$ cat src/rtl/vga_sync_gen_pkg.sv
// vga_timing_pkg: SVGA 800x600@72 default timing, derived sync windows and the coordinate type
package vga_timing_pkg;
  localparam int CW = 11;
  localparam int H_DISP = 800;
  localparam int H_FP = 56;
  localparam int H_SYNC = 120;
  localparam int H_BP = 64;
  localparam int V_DISP = 600;
  localparam int V_FP = 37;
  localparam int V_SYNC = 6;
  localparam int V_BP = 23;
  localparam int H_TOTAL = H_DISP + H_FP + H_SYNC + H_BP;
  localparam int V_TOTAL = V_DISP + V_FP + V_SYNC + V_BP;
  localparam int HS_START = H_DISP + H_FP;
  localparam int HS_END = HS_START + H_SYNC - 1;
  localparam int VS_START = V_DISP + V_FP;
  localparam int VS_END = VS_START + V_SYNC - 1;
  typedef logic [CW-1:0] coord_t;
endpackage

$ cat src/rtl/vga_sync_gen_if.sv
// vga_sync_gen_if: raster timing bundle; master = generator, slave = pixel consumer
import vga_timing_pkg::*;
interface vga_sync_gen_if;
  logic hsync;
  logic vsync;
  logic video_on;
  coord_t pix_x;
  coord_t pix_y;
  logic p_tick;
  logic frame_start;
  logic [15:0] frame_cnt;
  modport master(output hsync, vsync, video_on, pix_x, pix_y, p_tick, frame_start, frame_cnt);
  modport slave(input hsync, vsync, video_on, pix_x, pix_y, p_tick, frame_start, frame_cnt);
endinterface

$ cat src/rtl/vga_pix_tick.sv
// vga_pix_tick: clk/CLK_DIV divider; p_tick (registered) is high one clk in every CLK_DIV, ports clk, reset, p_tick
module vga_pix_tick #(
  parameter int CLK_DIV = 1
) (
  input  logic clk,
  input  logic reset,
  output logic p_tick
);
  localparam logic [1:0] D_LAST = 2'(CLK_DIV - 1);
  logic [1:0] div;
  always_ff @(posedge clk) begin
    if (reset) begin
      div <= '0;
      p_tick <= 1'b0;
    end else begin
      div <= (div == D_LAST) ? '0 : div + 2'd1;
      p_tick <= div == D_LAST;
    end
  end
endmodule

$ cat src/rtl/vga_sync_gen.sv
// vga_sync_gen: raster timing generator; ports clk, reset, vga (master: hsync/vsync/video_on/pix_x/pix_y/p_tick/frame_start/frame_cnt); VGA_FRAME_CNT_EN enables frame_cnt
module vga_sync_gen import vga_timing_pkg::CW; #(
  parameter int H_DISP = vga_timing_pkg::H_DISP,
  parameter int H_FP = vga_timing_pkg::H_FP,
  parameter int H_SYNC = vga_timing_pkg::H_SYNC,
  parameter int H_BP = vga_timing_pkg::H_BP,
  parameter int V_DISP = vga_timing_pkg::V_DISP,
  parameter int V_FP = vga_timing_pkg::V_FP,
  parameter int V_SYNC = vga_timing_pkg::V_SYNC,
  parameter int V_BP = vga_timing_pkg::V_BP,
  parameter logic SYNC_POL = 1'b1,
  parameter int CLK_DIV = 1
) (
  input logic clk,
  input logic reset,
  vga_sync_gen_if.master vga
);
  localparam logic [CW-1:0] X_LAST = CW'(H_DISP + H_FP + H_SYNC + H_BP - 1);
  localparam logic [CW-1:0] Y_LAST = CW'(V_DISP + V_FP + V_SYNC + V_BP - 1);
  localparam logic [CW-1:0] HS_S = CW'(H_DISP + H_FP);
  localparam logic [CW-1:0] HS_E = CW'(H_DISP + H_FP + H_SYNC - 1);
  localparam logic [CW-1:0] VS_S = CW'(V_DISP + V_FP);
  localparam logic [CW-1:0] VS_E = CW'(V_DISP + V_FP + V_SYNC - 1);
  localparam logic [CW-1:0] XD = CW'(H_DISP);
  localparam logic [CW-1:0] YD = CW'(V_DISP);
  logic p_tick;
  logic [CW-1:0] x, y, nx, ny;
  logic hs, vs, von, fs;
  logic new_frame;
  vga_pix_tick #(.CLK_DIV(CLK_DIV)) u_tick (.clk(clk), .reset(reset), .p_tick(p_tick));
  // Decode from the next-state counters so sync/video registers line up with pix_x/pix_y.
  always_comb begin
    nx = (x == X_LAST) ? '0 : x + 1'b1;
    ny = (x != X_LAST) ? y : (y == Y_LAST) ? '0 : y + 1'b1;
    new_frame = p_tick && nx == '0 && ny == '0;
  end
  always_ff @(posedge clk) begin
    if (reset) begin
      x <= X_LAST;
      y <= Y_LAST;
      hs <= ~SYNC_POL;
      vs <= ~SYNC_POL;
      von <= 1'b0;
      fs <= 1'b0;
    end else begin
      fs <= new_frame;
      if (p_tick) begin
        x <= nx;
        y <= ny;
        hs <= (nx >= HS_S && nx <= HS_E) ? SYNC_POL : ~SYNC_POL;
        vs <= (ny >= VS_S && ny <= VS_E) ? SYNC_POL : ~SYNC_POL;
        von <= nx < XD && ny < YD;
      end
    end
  end
`ifdef VGA_FRAME_CNT_EN
  logic [15:0] fcnt;
  always_ff @(posedge clk) begin
    if (reset) fcnt <= '0;
    else if (new_frame) fcnt <= fcnt + 16'd1;
  end
  assign vga.frame_cnt = fcnt;
`else
  assign vga.frame_cnt = '0;
`endif
  assign vga.pix_x = x;
  assign vga.pix_y = y;
  assign vga.hsync = hs;
  assign vga.vsync = vs;
  assign vga.video_on = von;
  assign vga.p_tick = p_tick;
  assign vga.frame_start = fs;
endmodule

$ cat src/flat_wrapper.sv
// flat-port wrapper written by rule: the top's interface ports become plain ports
module vga_sync_gen_flat import vga_timing_pkg::CW;
#(
  parameter int H_DISP = vga_timing_pkg::H_DISP,
  parameter int H_FP = vga_timing_pkg::H_FP,
  parameter int H_SYNC = vga_timing_pkg::H_SYNC,
  parameter int H_BP = vga_timing_pkg::H_BP,
  parameter int V_DISP = vga_timing_pkg::V_DISP,
  parameter int V_FP = vga_timing_pkg::V_FP,
  parameter int V_SYNC = vga_timing_pkg::V_SYNC,
  parameter int V_BP = vga_timing_pkg::V_BP,
  parameter logic SYNC_POL = 1'b1,
  parameter int CLK_DIV = 1
)
  (clk, reset, vga_hsync, vga_vsync, vga_video_on, vga_pix_x, vga_pix_y, vga_p_tick, vga_frame_start, vga_frame_cnt);
  vga_sync_gen_if vga_i ();
  input logic clk;
  input logic reset;
  output wire logic [$bits(vga_i.hsync)-1:0] vga_hsync;
  output wire logic [$bits(vga_i.vsync)-1:0] vga_vsync;
  output wire logic [$bits(vga_i.video_on)-1:0] vga_video_on;
  output wire logic [$bits(vga_i.pix_x)-1:0] vga_pix_x;
  output wire logic [$bits(vga_i.pix_y)-1:0] vga_pix_y;
  output wire logic [$bits(vga_i.p_tick)-1:0] vga_p_tick;
  output wire logic [$bits(vga_i.frame_start)-1:0] vga_frame_start;
  output wire logic [$bits(vga_i.frame_cnt)-1:0] vga_frame_cnt;
  assign vga_hsync = vga_i.hsync;
  assign vga_vsync = vga_i.vsync;
  assign vga_video_on = vga_i.video_on;
  assign vga_pix_x = vga_i.pix_x;
  assign vga_pix_y = vga_i.pix_y;
  assign vga_p_tick = vga_i.p_tick;
  assign vga_frame_start = vga_i.frame_start;
  assign vga_frame_cnt = vga_i.frame_cnt;
  vga_sync_gen #(.H_DISP(H_DISP), .H_FP(H_FP), .H_SYNC(H_SYNC), .H_BP(H_BP), .V_DISP(V_DISP), .V_FP(V_FP), .V_SYNC(V_SYNC), .V_BP(V_BP), .SYNC_POL(SYNC_POL), .CLK_DIV(CLK_DIV)) u_core (.clk(clk), .reset(reset), .vga(vga_i));
endmodule
$ cat config.mk
export PLATFORM = sky130hd
export DESIGN_NAME = vga_sync_gen_flat
export DESIGN_NICKNAME = d
export VERILOG_FILES = /design/src/rtl/vga_sync_gen_pkg.sv /design/src/rtl/vga_sync_gen_if.sv /design/src/rtl/vga_pix_tick.sv /design/src/rtl/vga_sync_gen.sv /design/src/flat_wrapper.sv
export SDC_FILE = /design/constraint.sdc
export NUM_CORES = 1
export LEC_CHECK = 0
export BUFFER_PORTS_ARGS = -buffer_cell sky130_fd_sc_hd__buf_2
export CORE_MARGIN = 4
export CORE_UTILIZATION = 56
export DETAILED_ROUTE_END_ITERATION = 6
export GPL_TIMING_DRIVEN = 0
export PLACE_DENSITY = 0.92
export SLEW_MARGIN = 0
export SYNTH_ARGS = -nofsm -noshare
export SYNTH_HDL_FRONTEND = slang
export SYNTH_SLANG_ARGS = --single-unit
export TNS_END_PERCENT = 10
$ cat constraint.sdc
create_clock -name clk -period 2.82 [get_ports clk]
set_input_delay 0.846 -clock clk [delete_from_list [all_inputs] [get_ports clk]]
set_output_delay 0.846 -clock clk [all_outputs]
set_load 0.02 [all_outputs]
# Word-level counts from Yosys, hierarchy flattened
# Index checks and enable logic that the tools add are counted.
[word_totals]
reg_bits = 29
latchBits = 0
ram_bits = 0
romBits = 0
input_bits = 2
out_inout_bits = 43
word_cells = 34
memories = 0
[classes]
add_sub_neg = 3
mul = 0
div_mod_pow = 0
n_lt_le_gt_ge = 6
n_eq_ne = 3
n_shift = 0
mux = 5
bitwise = 0
reduce_logical = 9
[ops]
columns = ["cell", "n"]
rows = [
  ["$mux W11", 3],
  ["$add A11 B1 Y11 const B", 2],
  ["$ge A11 B10 Y1 const B", 2],
  ["$le A11 B10 Y1 const B", 2],
  ["$logic_not A11 Y1", 2],
  ["$lt A11 B10 Y1 const B", 2],
  ["$eq A11 B10 Y1 const B", 1],
  ["$eq A11 B11 Y1 const B", 1],
  ["$ne A11 B11 Y1 const B", 1],
  ["$logic_and A1 B1 Y1", 5],
  ["$add A2 B1 Y2 const B", 1],
  ["$logic_not A2 Y1", 1],
  ["$mux W1", 2],
  ["$reduce_or A2 Y1", 1],
]

# Logic depth before layout (Yosys ltp)
# Gate-level depths: netlist (run 1).
[logic_depth]
ltp_word = 6
mapped_depth = 10
depth_no_buf = 9

# Cells and area by module
# From an unflattened synthesis (run 1), not the netlist that was laid out.
[unflattened]
hier_cells = 282
area_unflattened_um2 = 2203.4
[by_module_without_submodules]
columns = ["module", "n_inst", "cells_per_inst", "area_per_inst_um2", "seq_area_each_um2"]
rows = [
  ["vga_sync_gen", 1, 273, 2099.5, 520.5],
  ["vga_pix_tick", 1, 9, 103.8, 60.1],
]

# Worst setup path before layout (run 1)
# Ideal clock, no wire load.
[synth_timing]
path_kind = "reg-to-reg"
start = "reg u_core.x[1] (netlist: u_core.vga.pix_x[1])"
end = "reg u_core.vs (netlist: u_core.vga.vsync)"
setup_time_ns = 0.103
arrival_ns = 2.428
required_ns = 2.717
slack_ns = 0.288
stages_incl_launch_ff = 10
n_path_buf = 1
synth_period_minus_slack_ns = 2.532
path_cell_list = "dfxtp_1 > ha_1 > and3_1 > buf_2 > nand3_2 > or2_2 > and3_1 > o21ai_1 > o211ai_1 > a2111oi_2"
[synth_via]
elab_chain_cells = 5
word_cells_on_any_way = 6
classes_between = "2 x order compare; 1 x eq/ne; 2 x mux; 1 x reduce/logical"
[synth_lines]
columns = ["item", "line_no", "text"]
rows = [
  ["start, declared", "vga_sync_gen.sv:27", "logic [CW-1:0] x, y, nx, ny;"],
  ["start signal, assigned", "vga_sync_gen.sv:48", "x <= nx;"],
  ["$ne A11 B11 Y1 (*)", "vga_sync_gen.sv:34", "ny = (x != X_LAST) ? y : (y == Y_LAST) ? '0 : y + 1'b1;"],
  ["$mux W11 (*)", "vga_sync_gen.sv:34", ""],
  ["$ge A11 B10 Y1 or $le A11 B10 Y1 (tied branches)", "vga_sync_gen.sv:51", "vs <= (ny >= VS_S && ny <= VS_E) ? SYNC_POL : ~SYNC_POL;"],
  ["$logic_and A1 B1 Y1 (*)", "vga_sync_gen.sv:51", ""],
  ["$mux W1 (*)", "vga_sync_gen.sv:51", ""],
  ["end signal, assigned", "vga_sync_gen.sv:42", "vs <= ~SYNC_POL;"],
  ["end signal, assigned", "vga_sync_gen.sv:51", ""],
  ["end, declared", "vga_sync_gen.sv:28", "logic hs, vs, von, fs;"],
]
# Mark *: on every way between the ends. The rest lies on a longest branch, timed or not.
# A chain may end at the register's enable or synchronous reset.

# Worst setup path in the final report (run 1)
[layout_timing]
start = "reg u_core.x[9] (netlist: u_core.vga.pix_x[9])"
end = "reg u_core.vs (netlist: u_core.vga.vsync)"
# Same word-level chain as after synthesis.

==> flow_metrics.py, run 1 <==
metrics = {
    "detailed_routing": {
        "vias_per_cell": 6.07,
        "drtPass1Iterations": 5,
        "drt_first_iter_violations": 332,
        "post_drt_wl_per_cell_um": 14.9,
        "drc": 0,
        "vias": 2581,
        "routed_wl_mm": 6.34,
        "ant_nets": 0,
    },
    "global_route": {
        "antenna_found_initial": 0,
        "grt_pass1_vias": 2225,
        "grt_max_degree": 11,
        "grt_usage": 0.250,
        "grt_pass1_wl_mm": 10.5,
        "grt.overflow.total": 0,
    },
    "timing": {
        "min_period_over_period": 0.954,
        "finalSetupTns_ns": 0,
        "skew_ns": 0.00559,
        "drv_slew": 0,
        "setup_ws_ns": 0.130,
        "finalSetupViolCount": 0,
        "fmax_mhz": 372,
        "maxSlewHeadroom": 0.647,
        "hold_viol_final": 0,
        "whs_ns": 0.428,
        "tightest_slew_ns": 0.529,
        "fin_crit_ns": 2.69,
    },
    "clocking": {
        "numCtsBuffers": 5,
        "clk_latency_ns": 0.29,
        "cts_tree": "done",
        "clockBufferDepth": 2,
        "cts_sinks": 29,
        "htree_num_levels": 2,
        "root_buffer": "clkbuf_8",
        "path_clk_slew_ns": 0.06,
        "postCtsHoldBufs": 0,
    },
    "synth": {
        "ys_ff_latch": 29,
        "syn-cell-area_um2": 2340,
        "synth_warnings": 0,
        "synth-async-reset-ratio": 0,
        "synth_cell_types": 57,
        "synth_edf_count": 0,
        "synthFlopType": "dfxtp_1",
        "synth-seq-area-share": 0.248,
        "avgSynthCellArea_um2": 7.25,
        "syn_inst": 323,
    },
    "floorplanning": {
        "fp.dieW_um": 72.7,
        "core_um2": 4030,
        "std_cell_rows": 23,
        "dieArea_um2": 5280,
        "die_h_um": 72.7,
        "start_util": 0.581,
        "ios": 45,
    },
    "worst_setup_path": {
        "startpoint_type": "flop",
        "endpoint_kind": "flop",
        "cp_top_family": "simple AND/OR/NAND/NOR gates",
        "path_cells": "clkbuf_1 -> nor4b_4 -> buf_4 -> nand3_2 -> or3_1 -> nand2_1 -> o211ai_1 -> o211a_1 -> a2111oi_2",
        "ff2ff_path_depth": 9,
        "crit_path_max_incr_delay_ns": 0.48,
        "critPathKind": "reg -> reg",
        "critPathSlowestCell": "nor4b_4",
        "cp.required_ns": 3.01,
        "crit_buf_inv": 2,
        "critPathArrivalTime_ns": 2.88,
        "path_depth": 9,
        "worstPathMaxFanout": 7,
    },
    "run_status": {
        "status": "finished clean",
    },
    "power_and_ir_drop": {
        "leakage_uw": 0.00115,
        "power.density_nw_per_um2": 542,
        "totalPowerFinal_uw": 1500,
        "peakVddDrop_mv": 0.346,
    },
    "placed_design": {
        "gp_congestion": 0.917,
        "post-place-ws_ns": 0.114,
        "io_buffers": 28,
        "dpl.hpwl_mm": 4.53,
        "dp.cells": 416,
    },
    "layout": {
        "area_delta_synth_final_pct": 18.0,
        "layout-drive-gt1-share": 0.227,
        "n_antenna_cell": 0,
        "nets": 381,
        "final_cells": 425,
    },
    "worst_hold_path": {
        "hold_class": "reg -> reg",
        "worstHoldPathCells": 1,
    },
    "run": {
        "maxCapViolCount": 0,
    },
}
==> layout make-up <==
cell class / count / area [um2]
Sequential cell: 29 / 583
Buffer: 39 / 233
Tap cell: 50 / 62.6
Timing Repair Buffer: 30 / 155
Fill cell: 353 / 1260
Multi-Input combinational cell: 260 / 1580
Inverter: 9 / 33.8
Clock inverter: 1 / 30.0
Clock buffer: 7 / 86.3
==> stage by stage <==
step,cell area (um2),utilization
CTS,2720,0.675
global route,2760,0.686
finish,2760,0.686
global placement,2600,0.646
floorplan,2400,-
detailed placement,2600,0.646
==> logic make-up after synthesis <==
logic type / count (synthesis) / share of synthesized area
flip-flops: 29 / 0.248
AND/OR/NAND/NOR: 153 / 0.352
multiplexers: 1 / 0.00481
buffers and inverters: 49 / 0.114
XOR/XNOR: 18 / 0.0673
other: 1 / 0.00160
AO/OA/AOI/OAI: 67 / 0.186
adder cells (fa/ha/maj): 5 / 0.0267
==> worst paths after layout <==
path	slack, ns	from	end
max reg2reg	0.13	u_core.vga.pix_x[9]$_SDFFE_PP0P_	u_core.vga.vsync$_SDFFE_PP0P_
min	0.43	u_core.u_tick.div[0]$_SDFF_PP0_	u_core.u_tick.div[0]$_SDFF_PP0_
max	0.13	u_core.vga.pix_x[9]$_SDFFE_PP0P_	u_core.vga.vsync$_SDFFE_PP0P_
min reg2reg	0.43	u_core.u_tick.div[0]$_SDFF_PP0_	u_core.u_tick.div[0]$_SDFF_PP0_
==> synth_stat cells, types with 2 or more instances <==
cell      instances  area, um2
a221o_1           2       20.0
clkbuf_1         11       41.3
nor4bb_1          2       20.0
ha_1              5       62.6
or2_2             2       12.5
inv_1             8       30.0
nor2b_1           2       12.5
buf_2            10       50.1
xnor2_1          11       96.3
xor2_1            7       61.3
nor2_1           34        128
and3_1           11       68.8
nor3_1           17       85.1
and2_1            3       18.8
nand2_1          32        120
or3_1             6       37.5
dfxtp_1          29        581
o31ai_1           2       15.0
nand3_2           2       20.0
o21ai_0          14       70.1
a31oi_1           6       37.5
nor4_1            3       18.8
a211oi_1          3       22.5
o211ai_1          7       52.6
nand4_1           8       50.1
a21oi_1          20        100
o311ai_0          3       26.3
nand3_1          14       70.1
nor3b_1           5       37.5
buf_4            17        128
==> cell usage in the layout (no fill, tap or decap), types with 8 or more instances in the layout <==
master	instances
clkbuf_1	9
nor3_1	17
buf_4	19
dfxtp_1	27
nor2_1	34
o21ai_0	13
nand4_1	8
buf_2	38
xnor2_1	11
nand3_1	14
nand2_1	32
conb_1	16
and3_1	11
inv_1	8
a21oi_1	20
==> power by group <==
group	switching, uW	internal, uW
clock	176	288
combinational	353	207
sequential	35.5	438
total	565	932
==> sequential cells by signal, summed over array words and instances, names as in the netlist <==
register / flops
u_core.u_tick.div: 2
u_core.u_tick.p_tick: 1
u_core.vga.pix_x: 11
u_core.vga.vsync: 1
u_core.vga.video_on: 1
u_core.vga.hsync: 1
u_core.vga.frame_start: 1
u_core.vga.pix_y: 11
==> metal layers <==
metal,global-route usage,routed length (um),vias to the layer above
li1,-,-,1227
met1,0.329,2570,1174
met2,0.387,2840,157
met3,0.0647,729,23
met4,0.100,188,0
met5,0,0,-
==> timing repair <==
item / in CTS / in global routing
endpoints found under the hold margin: 0 / 0
gates resized for setup: 0 / 12
setup endpoints to repair: 0 / 2
setup buffers: 0 / 2
Note: power is estimated with default switching activity, not from simulation.
==> run 2: changes to the inputs <==
--- a/config.mk
+++ b/config.mk
@@ -8,6 +8,7 @@
 export BUFFER_PORTS_ARGS = -buffer_cell sky130_fd_sc_hd__buf_2
 export CORE_MARGIN = 4
 export CORE_UTILIZATION = 56
+export CTS_BUF_LIST = sky130_fd_sc_hd__clkbuf_4
 export DETAILED_ROUTE_END_ITERATION = 6
 export GPL_TIMING_DRIVEN = 0
 export PLACE_DENSITY = 0.92
==> run 2 against run 1 <==
Effect of this change:
- sequential share of layout area grew 0.33 points
- combinational power is essentially flat
- critical path depth is the same
- worst setup slack lost 0.0015 ns
- clock power shrank 23%
- core utilization shrank 1.1 points
- maximum frequency is essentially flat
- largest power group unchanged
==> flow_metrics.py, run 2 (same netlist as run 1, synthesis figures left out) <==
metrics = {
    "run_status": {
        "status": "finished clean",
    },
    "detailed_routing": {
        "vias_per_cell": 6.03,
        "drtPass1Iterations": 5,
        "drc": 0,
        "post_drt_wl_per_cell_um": 14.9,
        "ant_nets": 0,
        "routed_wl_mm": 6.33,
        "vias": 2562,
        "drt_first_iter_violations": 337,
    },
    "layout": {
        "nets": 381,
        "n_antenna_cell": 0,
        "area_delta_synth_final_pct": 16.2,
        "layout-drive-gt1-share": 0.227,
        "layout_common_cells": "buf_2 (37), nor2_1 (34), nand2_1 (32)",
        "final_cells": 425,
        "multi_input_area_um2": 1570,
        "final_common_cell": "buf_2",
        "regArea_um2": 583,
        "fillers": 362,
    },
    "worst_setup_path": {
        "worstPathMaxFanout": 7,
        "critPathSlowestCell": "nor4b_4",
        "cp.required_ns": 3.07,
        "startpoint_type": "flop",
        "critPathKind": "reg -> reg",
        "critPathArrivalTime_ns": 2.94,
        "path_cells": "clkbuf_1 -> nor4b_4 -> buf_4 -> nand3_2 -> or3_1 -> nand2_1 -> o211ai_1 -> o211a_1 -> a2111oi_2",
        "endpoint_kind": "flop",
        "crit_path_max_incr_delay_ns": 0.47,
    },
    "timing": {
        "fmax_mhz": 371,
        "min_period_over_period": 0.955,
        "fin_crit_ns": 2.69,
        "skew_ns": 0.00554,
        "rsz0062_at_grt": "no",
        "finalSetupTns_ns": 0,
        "finalSetupViolCount": 0,
        "drv_slew": 0,
        "tightest_slew_ns": 0.569,
        "maxSlewHeadroom": 0.621,
        "hold_viol_final": 0,
    },
    "clocking": {
        "numCtsBuffers": 5,
        "cts_sinks": 29,
        "postCtsHoldBufs": 0,
        "clockBufferDepth": 2,
        "root_buffer": "clkbuf_4",
        "cts_tree": "done",
        "clk_latency_ns": 0.34,
        "htree_num_levels": 2,
        "path_clk_slew_ns": 0.10,
    },
    "power_and_ir_drop": {
        "power.density_nw_per_um2": 510,
        "leakage_uw": 0.00114,
        "peakVddDrop_mv": 0.354,
    },
    "floorplanning": {
        "fp.dieW_um": 72.7,
        "ios": 45,
        "die_h_um": 72.7,
        "std_cell_rows": 23,
        "core_um2": 4030,
        "start_util": 0.581,
        "dieArea_um2": 5280,
    },
    "global_route": {
        "grt_usage": 0.246,
        "grt_max_degree": 11,
        "grt.overflow.total": 0,
        "antenna_found_initial": 0,
        "grt_pass1_wl_mm": 10.4,
        "grt_pass1_vias": 2205,
    },
    "placed_design": {
        "io_buffers": 28,
        "dp.cells": 416,
        "dpl.hpwl_mm": 4.53,
        "gp_congestion": 0.917,
    },
    "run": {
        "maxCapViolCount": 0,
    },
    "worst_hold_path": {
        "hold_class": "reg -> reg",
    },
}
## run 2: changes by cell type in the layout (fill, tap and decap cells not counted)
cell,previous run,this run
buf_2,38,37
clkbuf_1,9,8
clkbuf_4,0,7
clkbuf_8,6,0
clkinv_1,1,2
ha_2,1,2
ha_4,1,0
nor3_2,0,1
nor3_4,1,0
nor4_2,1,0
nor4_4,0,1
## run 2: cell type report
type | instances | share of cell area
Multi-Input combinational cell | 260 | 0.578
Sequential cell | 29 | 0.214
Buffer | 39 | 0.0864
Timing Repair Buffer | 30 | 0.0570
Tap cell | 50 | 0.0230
Clock buffer | 6 | 0.0166
Clock inverter | 2 | 0.0124
Inverter | 9 | 0.0124
## run 2: through the flow
step                 util  hold slack, ns  area (um2)  power, uW  setup WS (ns)
floorplan               -           0.401        2400        881          0.288
global placement    0.646           0.409        2600        996          0.122
detailed placement  0.646           0.423        2600       1000          0.114
CTS                 0.665           0.436        2680       1360         0.0775
global route        0.675           0.470        2720       1460       0.000657
finish              0.675           0.434        2720       1390          0.128
## run 2: path summary, 6_finish.rpt
path	start	end	slack (ns)	cells after the start
worst max-delay path	u_core.vga.pix_x[9]$_SDFFE_PP0P_	u_core.vga.vsync$_SDFFE_PP0P_	0.13	9
worst min-delay path	u_core.u_tick.div[0]$_SDFF_PP0_	u_core.u_tick.div[0]$_SDFF_PP0_	0.43	1
worst max register to register	u_core.vga.pix_x[9]$_SDFFE_PP0P_	u_core.vga.vsync$_SDFFE_PP0P_	0.13	9
worst min register to register	u_core.u_tick.div[0]$_SDFF_PP0_	u_core.u_tick.div[0]$_SDFF_PP0_	0.43	1
## run 2: what timing repair did
item | in CTS | in global routing
gates resized for setup | 0 | 12
buffers inserted | 0 | 2
setup endpoints to repair | 0 | 3
## run 2: where the power goes
part | leakage (uW) | switching (uW) | internal, uW
registers | 0.000236 | 34.7 | 438
logic | 0.000856 | 352 | 206
clock network | 0.0000433 | 164 | 194
## run 2: worst max-delay path: cells and delay by family (launching register included)
family	cells	cell delay (ns)
flip-flops	1	0.32
AO/OA/AOI/OAI	3	0.72
buffers and inverters	2	0.41
AND/OR/NAND/NOR	4	1.15
## run 2: routing by layer
layer,vias up,wire length [um],global-route usage
met4,0,189,0.0943
li1,1229,-,-
met2,168,2860,0.384
met1,1140,2660,0.328
met3,25,618,0.0565
met5,-,0,0
==> run 3: changes to the inputs <==
--- a/config.mk
+++ b/config.mk
@@ -11,7 +11,7 @@
 export CTS_BUF_LIST = sky130_fd_sc_hd__clkbuf_4
 export DETAILED_ROUTE_END_ITERATION = 6
 export GPL_TIMING_DRIVEN = 0
-export PLACE_DENSITY = 0.92
+export PLACE_DENSITY = 0.89
 export SLEW_MARGIN = 0
 export SYNTH_ARGS = -nofsm -noshare
 export SYNTH_HDL_FRONTEND = slang
==> run 3 against run 2 <==
Effect of this change:
- worst hold slack worse by 0.010 ns
- critical path depth stayed put
- worst setup slack better by 0.070 ns
- clock-buffer cell count is 2 higher
- flip-flop and latch count stayed put
- sequential share of layout area is 0.31 points higher
- clock skew is 0.0042 ns higher
- critical endpoint unchanged
==> flow_metrics.py, run 3 (same netlist as run 1, synthesis figures left out) <==
metrics = {
    "run_status": {
        "status": "finished clean",
    },
    "layout": {
        "nets": 380,
        "n_antenna_cell": 0,
        "area_delta_synth_final_pct": 14.5,
        "fillers": 365,
        "regArea_um2": 583,
        "final_common_cell": "buf_2",
        "multi_input_area_um2": 1560,
        "layout-drive-gt1-share": 0.227,
        "layout_common_cells": "buf_2 (37), nor2_1 (34), nand2_1 (32)",
    },
    "power_and_ir_drop": {
        "seq_power_share": 0.363,
        "totalPowerFinal_uw": 1290,
        "p_int_uw": 768,
        "power_frac_clock": 0.213,
        "peakVddDrop_mv": 0.250,
        "switching_share": 0.407,
        "leakage_uw": 0.00113,
        "switchingPower_uw": 527,
        "comb_power_share": 0.424,
        "power.density_nw_per_um2": 483,
    },
    "worst_setup_path": {
        "startpoint_type": "flop",
        "path_cells": "ha_2 -> and3_2 -> clkbuf_4 -> nand3_2 -> or2_2 -> and3_1 -> o21ai_1 -> o211ai_1 -> a2111oi_2",
        "rr_endpoint": "u_core.vga.vsync$_SDFFE_PP0P_",
        "endpoint_kind": "flop",
        "r2r_setup_slack_ns": 0.20,
        "critPathSlowestCell": "dfxtp_2",
        "critPathKind": "reg -> reg",
        "critPathArrivalTime_ns": 2.86,
        "r2r-start": "u_core.vga.pix_x[1]$_SDFFE_PP1P_",
        "crit_path_max_incr_delay_ns": 0.40,
        "cp.required_ns": 3.06,
        "cp_top_family": "simple AND/OR/NAND/NOR gates",
        "worstPathMaxFanout": 10,
        "ff2ff_path_depth": 9,
        "crit_buf_inv": 1,
    },
    "clocking": {
        "cts_sinks": 29,
        "htree_num_levels": 2,
        "clockBufferDepth": 2,
        "clk_latency_ns": 0.34,
        "cts_tree": "done",
        "root_buffer": "clkbuf_4",
        "numCtsBuffers": 5,
        "path_clk_slew_ns": 0.09,
    },
    "global_route": {
        "grt.overflow.total": 0,
        "antenna_found_initial": 0,
        "grt_usage": 0.262,
        "grt_max_degree": 11,
        "grt_pass1_vias": 2338,
        "grt_pass1_wl_mm": 11.0,
    },
    "floorplanning": {
        "ios": 45,
        "core_um2": 4030,
        "fp.dieW_um": 72.7,
        "dieArea_um2": 5280,
        "std_cell_rows": 23,
        "die_h_um": 72.7,
        "start_util": 0.581,
    },
    "timing": {
        "fmax_mhz": 381,
        "rsz0062_at_grt": "no",
        "whs_ns": 0.424,
        "skew_ns": 0.00970,
        "maxSlewHeadroom": 0.621,
        "drv_slew": 0,
        "finalSetupViolCount": 0,
        "min_period_over_period": 0.930,
        "tightest_slew_ns": 0.568,
        "finalSetupTns_ns": 0,
        "fin_crit_ns": 2.62,
        "hold_viol_final": 0,
    },
    "worst_hold_path": {
        "hold_class": "reg -> reg",
        "worstHoldPathCells": 1,
        "hold_end": "u_core.u_tick.div[0]$_SDFF_PP0_",
        "hold_path.startpoint": "u_core.u_tick.div[0]$_SDFF_PP0_",
    },
    "placed_design": {
        "io_buffers": 28,
        "dpl.hpwl_mm": 4.67,
        "gp_congestion": 0.957,
    },
    "detailed_routing": {
        "vias_per_cell": 6.01,
        "vias": 2549,
        "routed_wl_mm": 6.41,
        "drtPass1Iterations": 5,
        "post_drt_wl_per_cell_um": 15.1,
        "drc": 0,
        "ant_nets": 0,
        "drt_first_iter_violations": 266,
    },
    "run": {
        "maxCapViolCount": 0,
    },
}
run 3: cell count changes in the layout (fill, tap and decap cells not counted), sizes merged:
cell / before / now
buf: 58 / 57
bufinv: 1 / 0
clkbuf: 17 / 19
clkinv: 2 / 1
run 3: how the worst max path moves through the flow:
stage                                          endpoint  slack [ns]                        startpoint  cells after the start
after floorplan           u_core.vga.vsync$_SDFFE_PP0P_        0.29  u_core.vga.pix_x[1]$_SDFFE_PP1P_                      9
after global placement    u_core.vga.vsync$_SDFFE_PP0P_        0.09  u_core.vga.pix_x[0]$_SDFFE_PP1P_                      9
after detailed placement  u_core.vga.vsync$_SDFFE_PP0P_        0.04  u_core.vga.pix_x[1]$_SDFFE_PP1P_                      9
after CTS                 u_core.vga.vsync$_SDFFE_PP0P_        0.05  u_core.vga.pix_x[1]$_SDFFE_PP1P_                      9
after global routing      u_core.vga.vsync$_SDFFE_PP0P_        0.04  u_core.vga.pix_x[1]$_SDFFE_PP1P_                      9
final                     u_core.vga.vsync$_SDFFE_PP0P_        0.20  u_core.vga.pix_x[1]$_SDFFE_PP1P_                      9
run 3: per-layer routing:
layer | GRT usage | vias to the layer above | wire, um
met1 | 0.344 | 1178 | 2770
li1 | - | 1230 | -
met3 | 0.0441 | 15 | 539
met4 | 0.105 | 0 | 173
met5 | 0 | - | 0
met2 | 0.425 | 126 | 2930
run 3: area by class of cell:
type / instances / share of cell area
Tap cell: 50 / 0.0233
Clock buffer: 8 / 0.0224
Multi-Input combinational cell: 260 / 0.582
Timing Repair Buffer: 29 / 0.0550
Inverter: 9 / 0.0126
Sequential cell: 29 / 0.217
Buffer: 39 / 0.0877
run 3: per-stage QoR:
| step | instance area [um2] | std cells | utilization | worst slack (ns) |
|---|---|---|---|---|
| finish | 2680 | 424 | 0.666 | 0.198 |
| global route | 2680 | 424 | 0.666 | 0.0433 |
| CTS | 2660 | 424 | 0.661 | 0.0524 |
| detailed placement | 2600 | 416 | 0.646 | 0.0358 |
| global placement | 2600 | 416 | 0.646 | 0.0862 |
| floorplan | 2400 | 338 | - | 0.288 |
run 3: power groups by stage:
stage | sequential (uW) | combinational, uW | clock (uW)
2_1_floorplan | 504 | 376 | 0
3_3_place_gp | 477 | 517 | 0
3_5_place_dp | 478 | 525 | 0
4_1_cts | 468 | 530 | 282
5_1_grt | 476 | 606 | 296
6_report | 470 | 549 | 275
run 3: repair_timing:
item / in CTS / in global routing
pin swaps: 0 / 1
setup buffers: 0 / 1
endpoints found under the setup margin: 1 / 1
resized for setup: 1 / 10
hold buffers: 0 / 0
